<file path="src/rtl/rd_txn_guard.sv">
// Passive AXI read-channel watchdog: tracks outstanding AR transactions, checks
// per-phase latency budgets and ID ordering, and raises sticky error flags.
module rd_txn_guard #(
  parameter int unsigned IdWidth  = 4,
  parameter int unsigned MaxTxns  = 8,
  parameter int unsigned CntWidth = 10
) (
  input  logic                clk_i,
  input  logic                rst_i,
  input  logic                guard_ena_i,
  input  logic                ar_valid_i,
  input  logic                ar_ready_i,
  input  logic [IdWidth-1:0]  ar_id_i,
  input  logic                r_valid_i,
  input  logic                r_ready_i,
  input  logic                r_last_i,
  input  logic [IdWidth-1:0]  r_id_i,
  input  logic [CntWidth-1:0] budget_arvld_arrdy_i,
  input  logic [CntWidth-1:0] budget_arrdy_rfirst_i,
  input  logic [CntWidth-1:0] budget_rfirst_rlast_i,
  input  logic                clear_i,
  output logic [4:0]          err_o,
  output logic [IdWidth-1:0]  fault_id_o,
  output logic                full_o,
  output logic                irq_o,
  output logic                rst_req_o
);

  localparam int unsigned OrdWidth = $clog2(MaxTxns);

  typedef enum logic {
    WAIT_FIRST,
    WAIT_LAST
  } phase_t;

  logic [MaxTxns-1:0]  valid_q, valid_d;
  logic [IdWidth-1:0]  id_q    [MaxTxns];
  logic [IdWidth-1:0]  id_d    [MaxTxns];
  phase_t              phase_q [MaxTxns];
  phase_t              phase_d [MaxTxns];
  logic [CntWidth-1:0] cnt_q   [MaxTxns];
  logic [CntWidth-1:0] cnt_d   [MaxTxns];
  logic [OrdWidth-1:0] ord_q   [MaxTxns];
  logic [OrdWidth-1:0] ord_d   [MaxTxns];

  logic [CntWidth-1:0] stall_q, stall_d, stall_inc;
  logic [4:0]          err_q, err_d, new_err;
  logic [IdWidth-1:0]  fault_q, fault_d, fault_sel;
  logic                rst_req_q, rst_req_d;

  logic                ar_hs, r_beat, match_hit, alloc_hit, freeing;
  logic [MaxTxns-1:0]  match_oh, alloc_oh;
  logic [OrdWidth-1:0] same_cnt;
  logic                rf_hit, rl_hit;
  logic [IdWidth-1:0]  rf_id, rl_id;

  // Lookup works on registered state only, so a slot freed this cycle is not
  // yet visible as free and a newly allocated slot cannot be matched.
  always_comb begin : lookup
    ar_hs     = ar_valid_i & ar_ready_i & guard_ena_i;
    r_beat    = r_valid_i & r_ready_i & guard_ena_i;
    match_hit = 1'b0;
    match_oh  = '0;
    alloc_hit = 1'b0;
    alloc_oh  = '0;
    for (int unsigned i = 0; i < MaxTxns; i++) begin
      if (!match_hit && valid_q[i] && id_q[i] == r_id_i && ord_q[i] == '0) begin
        match_hit   = 1'b1;
        match_oh[i] = 1'b1;
      end
      if (!alloc_hit && !valid_q[i]) begin
        alloc_hit   = 1'b1;
        alloc_oh[i] = 1'b1;
      end
    end
    freeing  = r_beat & match_hit & r_last_i;
    same_cnt = '0;
    for (int unsigned i = 0; i < MaxTxns; i++) begin
      if (valid_q[i] && id_q[i] == ar_id_i && !(freeing && match_oh[i])) begin
        same_cnt = same_cnt + 1'b1;
      end
    end
  end

  always_comb begin : entry_update
    valid_d = valid_q;
    id_d    = id_q;
    phase_d = phase_q;
    cnt_d   = cnt_q;
    ord_d   = ord_q;
    rf_hit  = 1'b0;
    rl_hit  = 1'b0;
    rf_id   = '0;
    rl_id   = '0;
    if (guard_ena_i) begin
      for (int unsigned i = 0; i < MaxTxns; i++) begin
        if (valid_q[i]) begin
          if (phase_q[i] == WAIT_FIRST && budget_arrdy_rfirst_i != '0 &&
              cnt_q[i] == budget_arrdy_rfirst_i && !rf_hit) begin
            rf_hit = 1'b1;
            rf_id  = id_q[i];
          end
          if (phase_q[i] == WAIT_LAST && budget_rfirst_rlast_i != '0 &&
              cnt_q[i] == budget_rfirst_rlast_i && !rl_hit) begin
            rl_hit = 1'b1;
            rl_id  = id_q[i];
          end
          if (cnt_q[i] != '1) cnt_d[i] = cnt_q[i] + 1'b1;
          if (r_beat && match_oh[i]) begin
            if (r_last_i) begin
              valid_d[i] = 1'b0;
            end else if (phase_q[i] == WAIT_FIRST) begin
              phase_d[i] = WAIT_LAST;
              cnt_d[i]   = '0;
            end
          end else if (freeing && id_q[i] == r_id_i && ord_q[i] != '0) begin
            ord_d[i] = ord_q[i] - 1'b1;
          end
        end else if (ar_hs && alloc_oh[i]) begin
          valid_d[i] = 1'b1;
          id_d[i]    = ar_id_i;
          phase_d[i] = WAIT_FIRST;
          cnt_d[i]   = '0;
          ord_d[i]   = same_cnt;
        end
      end
    end
  end

  always_comb begin : err_next
    stall_d   = stall_q;
    new_err   = '0;
    stall_inc = (stall_q == '1) ? stall_q : stall_q + 1'b1;
    if (guard_ena_i) begin
      if (!ar_valid_i || ar_ready_i) begin
        stall_d = '0;
      end else begin
        stall_d    = stall_inc;
        new_err[0] = (budget_arvld_arrdy_i != '0) && (stall_inc == budget_arvld_arrdy_i);
      end
      new_err[1] = rf_hit;
      new_err[2] = rl_hit;
      new_err[3] = ar_hs & ~alloc_hit;
      new_err[4] = r_beat & ~match_hit;
    end
    if (new_err[0])      fault_sel = ar_id_i;
    else if (new_err[1]) fault_sel = rf_id;
    else if (new_err[2]) fault_sel = rl_id;
    else if (new_err[3]) fault_sel = ar_id_i;
    else                 fault_sel = r_id_i;
    if (clear_i) begin
      err_d     = '0;
      fault_d   = '0;
      rst_req_d = 1'b0;
    end else begin
      err_d     = err_q | new_err;
      fault_d   = (err_q == '0 && new_err != '0) ? fault_sel : fault_q;
      rst_req_d = rst_req_q | (|new_err[2:0]);
    end
  end

  always_ff @(posedge clk_i) begin
    if (rst_i) begin
      valid_q <= '0;
      for (int unsigned i = 0; i < MaxTxns; i++) begin
        id_q[i]    <= '0;
        phase_q[i] <= WAIT_FIRST;
        cnt_q[i]   <= '0;
        ord_q[i]   <= '0;
      end
      stall_q   <= '0;
      err_q     <= '0;
      fault_q   <= '0;
      rst_req_q <= 1'b0;
    end else begin
      valid_q   <= valid_d;
      id_q      <= id_d;
      phase_q   <= phase_d;
      cnt_q     <= cnt_d;
      ord_q     <= ord_d;
      stall_q   <= stall_d;
      err_q     <= err_d;
      fault_q   <= fault_d;
      rst_req_q <= rst_req_d;
    end
  end

  assign err_o      = err_q;
  assign fault_id_o = fault_q;
  assign irq_o      = |err_q;
  assign rst_req_o  = rst_req_q;
  assign full_o     = &valid_q;

endmodule

</file>
<file path="config.mk">
export PLATFORM = sky130hd
export DESIGN_NAME = rd_txn_guard
export DESIGN_NICKNAME = d
export VERILOG_FILES = /design/src/rtl/rd_txn_guard.sv
export SDC_FILE = /design/constraint.sdc
export NUM_CORES = 1
export LEC_CHECK = 0
export BUFFER_PORTS_ARGS = -buffer_cell sky130_fd_sc_hd__buf_2
export CAP_MARGIN = 10
export CORE_UTILIZATION = 60
export CTS_BUF_LIST = sky130_fd_sc_hd__clkbuf_2 sky130_fd_sc_hd__clkbuf_4 sky130_fd_sc_hd__clkbuf_8
export CTS_CLUSTER_DIAMETER = 100
export CTS_CLUSTER_SIZE = 40
export DETAILED_ROUTE_END_ITERATION = 6
export GPL_TIMING_DRIVEN = 1
export PLACE_DENSITY_LB_ADDON = 0.15
export SLEW_MARGIN = 10
export SYNTH_ARGS = -nofsm -noshare
export SYNTH_HDL_FRONTEND = slang
export SYNTH_SLANG_ARGS = --single-unit
</file>
<file path="constraint.sdc">
create_clock -name clk_i -period 9.9 [get_ports clk_i]
set_input_delay 0.99 -clock clk_i [delete_from_list [all_inputs] [get_ports clk_i]]
set_output_delay 0.99 -clock clk_i [all_outputs]
set_load 0.01 [all_outputs]
</file>
==> flow_summary.toml <==
[logic_synthesis]
synth_compound_area_frac = 0.202
yosys.area.top_type_share = 0.241
synth_common_cells = "nor2_1 (204), dfxtp_1 (172), xor2_1 (162)"
synthCells = 1874
ys_ff_latch = 172
synthesis.nets = 1954
synth-xor-area-share = 0.159
yosysMostFrequentCell = "nor2_1"
synth.area.mux_share = 0.0334
synthAdderAreaFrac = 0.0289
synth_ff_type = "dfxtp_1"
synth.distinct_cells = 101
synth_top_family_by_area = "simple AND/OR/NAND/NOR gates"
async_reset_ff_frac = 0
synth_area_leader_cell = "dfxtp_1"
yosysWarnings = 0
synth_edf_count = 0
synthesis.area_um2 = 14300
synth_top_cells_by_area = "dfxtp_1 (24%), xor2_1 (9.9%), xnor2_1 (5.5%)"
synthSimpleGateAreaFrac = 0.277
synth.avg_cell_area_um2 = 7.62
ys_seq_area_frac = 0.241

[critical_path]
cp-end-kind = "flip-flop"
arrival_ns = 7.60
crit_type = "in -> reg"
worstPathMaxFanout = 9
cp.required_ns = 10.23
critPathLaunchType = "input port"

[clock_tree]
cts.path.max_buffers = 2
postCtsHoldBufs = 0
cts_tree = "done"
insertion_delay_ns = 0.49
numCtsBuffers = 17
root_buffer = "clkbuf_8"
clkTransAtPathRegs_ns = 0.11
cts_max_level = 4
post-cts-setup-buffer-count = 0
clock-sinks = 172
cts_resized = 0

[floorplan]
die-area_um2 = 24400
die_h_um = 156
std_cell_rows = 56
dieWidth_um = 156
design.core.area_um2 = 23400
initial_core_util = 0.610
io_pins = 59

[sta]
fin_crit_ns = 7.27
worst_slew_pin_slew_ns = 1.16
final-hold-violation-count = 0
slew-limit-headroom = 0.221
grt_setup_unrepaired = "false"
skew_ns = 0.0246
fin_tns_setup_ns = 0
maxSlewViolCount = 0
setup_viol = 0
max_freq_mhz = 138
post-route-period-util = 0.734

[power_and_ir_drop]
irDropWorstVdd_uv = 90.8
p_leak_nw = 5.28
p_per_area_nw_per_um2 = 93.3

[global_route]
grt_max_degree = 87
track_usage = 0.402
gr-total-overflow = 0
grt_pass1_wl_um = 74700
grt_pass1_vias = 13119
antenna_found_initial = 0

[status]
outcome = "completed"

[run]
max_cap_violations = 0

[placement]
io_buffers = 58
placed_area_um2 = 14400
gp_congestion = 1.02
placed_cells = 2118
dp_hpwl_um = 36700

[drt]
drcViolationCount = 0
routed_wl_um = 49100
drtIter0Drc = 1521
via_per_inst = 6.71
postRouteAntennaNets = 0
post_drt_wl_per_cell_um = 22.8
dr.pass1.iters = 6
vias = 14425

[finish]
fin_cells = 2150
final_layout_size_suffix_gt1_frac = 0.0852
n_antenna_cell = 0
layout.nets = 1898
area_delta_synth_final_pct = 3.76
fill_cells = 2228
final_area_um2 = 14800

[min_path]
holdCritPathClass = "reg -> reg"
## metal layers
layer / share of wire / GRT usage / vias up
li1: - / - / 6671
met3: 0.098 / 0.0775 / 167
met2: 0.44 / 0.635 / 760
met4: 0.048 / 0.192 / 0
met1: 0.41 / 0.525 / 6827
met5: 0 / 0 / -
## final timing paths
check / start / end / slack, ns / cells after the start
worst max-delay path: r_id_i[1] / ord_q[11] / 2.63 / 24
worst min-delay path: fault_id_o[1] / fault_id_o[1] / 0.49 / 2
worst max register to register: valid_q[0] / ord_q[11] / 2.86 / 23
worst min register to register: fault_id_o[1] / fault_id_o[1] / 0.49 / 2
## metrics by stage
| stage | power [mW] | hold WS [ns] | util | setup slack (ns) |
|---|---|---|---|---|
| CTS | 1.38 | 0.490 | 0.633 | 2.81 |
| detailed placement | 0.862 | 0.464 | 0.616 | 2.34 |
| finish | 1.38 | 0.490 | 0.633 | 2.63 |
| floorplan | 0.823 | 0.450 | - | 3.30 |
| global placement | 0.860 | 0.458 | 0.616 | 2.55 |
| global route | 1.42 | 0.519 | 0.633 | 2.27 |
## power by group
part | switching (mW) | internal, mW
clock | 0.318 | 0.213
sequential | 0.00446 | 0.694
combinational | 0.105 | 0.0481
## placed cells by master, fill, tap and decap left out, types with 7 or more instances in the layout
master and count:
a211oi_1 23, a21boi_0 8, a21o_1 17, a21oi_1 126
a311oi_1 15, a31oi_1 20, a32oi_1 15, a41oi_1 7
and2_1 16, and3_1 23, and4_1 15, buf_2 57
buf_4 11, clkbuf_8 17, dfxtp_1 172, ha_1 33
inv_1 57, mux2i_1 42, nand2_1 116, nand2b_1 19
nand3_1 77, nand3b_1 9, nand4_1 58, nor2_1 204
nor2b_1 14, nor3_1 72, nor3b_1 9, nor4_1 47
nor4_2 7, o2111ai_1 10, o211ai_1 12, o21ai_0 64
o21ai_1 8, o22ai_1 10, o41ai_1 8, or3_1 14
or4_1 11, xnor2_1 90, xor2_1 162
## worst max-delay path, cell delays in order
cell	delay (ns)
buf_2	0.19
xnor2_1	0.27
nand4_1	0.27
o21ai_2	0.42
o21ai_0	0.21
nand2b_1	0.24
ha_1	0.39
a21boi_1	0.16
a41o_2	0.30
nor2_1	0.24
inv_1	0.07
ha_1	0.32
a311oi_1	0.35
a31oi_1	0.13
ha_1	0.36
xnor3_1	0.39
a221oi_1	0.36
ha_1	0.32
mux2_2	0.29
ha_1	0.18
nand2_1	0.09
xnor3_1	0.37
xor2_1	0.54
o22ai_1	0.14
## sequential cells by signal, indices dropped and copies added, names as in the netlist
signal      flops
cnt_q          80
id_q           32
err_o           5
phase_q         8
fault_id_o      4
valid_q         8
ord_q          24
stall_q        10
rst_req_o       1
## cell families after synthesis
kind of cell | count (synthesis)
and+or+nand+nor | 750
AOI/OAI and AO/OA | 417
xor gates and xnor gates | 255
buffers and inverters | 200
DFF | 172
muxes | 47
adders and majority gates | 33
## final cells by class
class | instances | area (µm²) | area share
clock buffers | 18 | 241 | 0.0163
clock inverters | 14 | 150 | 0.0101
inverters | 57 | 214 | 0.0144
multi-input cells | 1502 | 10000 | 0.675
flip-flops and latches | 172 | 3440 | 0.232
well taps | 319 | 399 | 0.0269
repair buffers | 68 | 368 | 0.0248
Power figures use the tool's default switching activity.
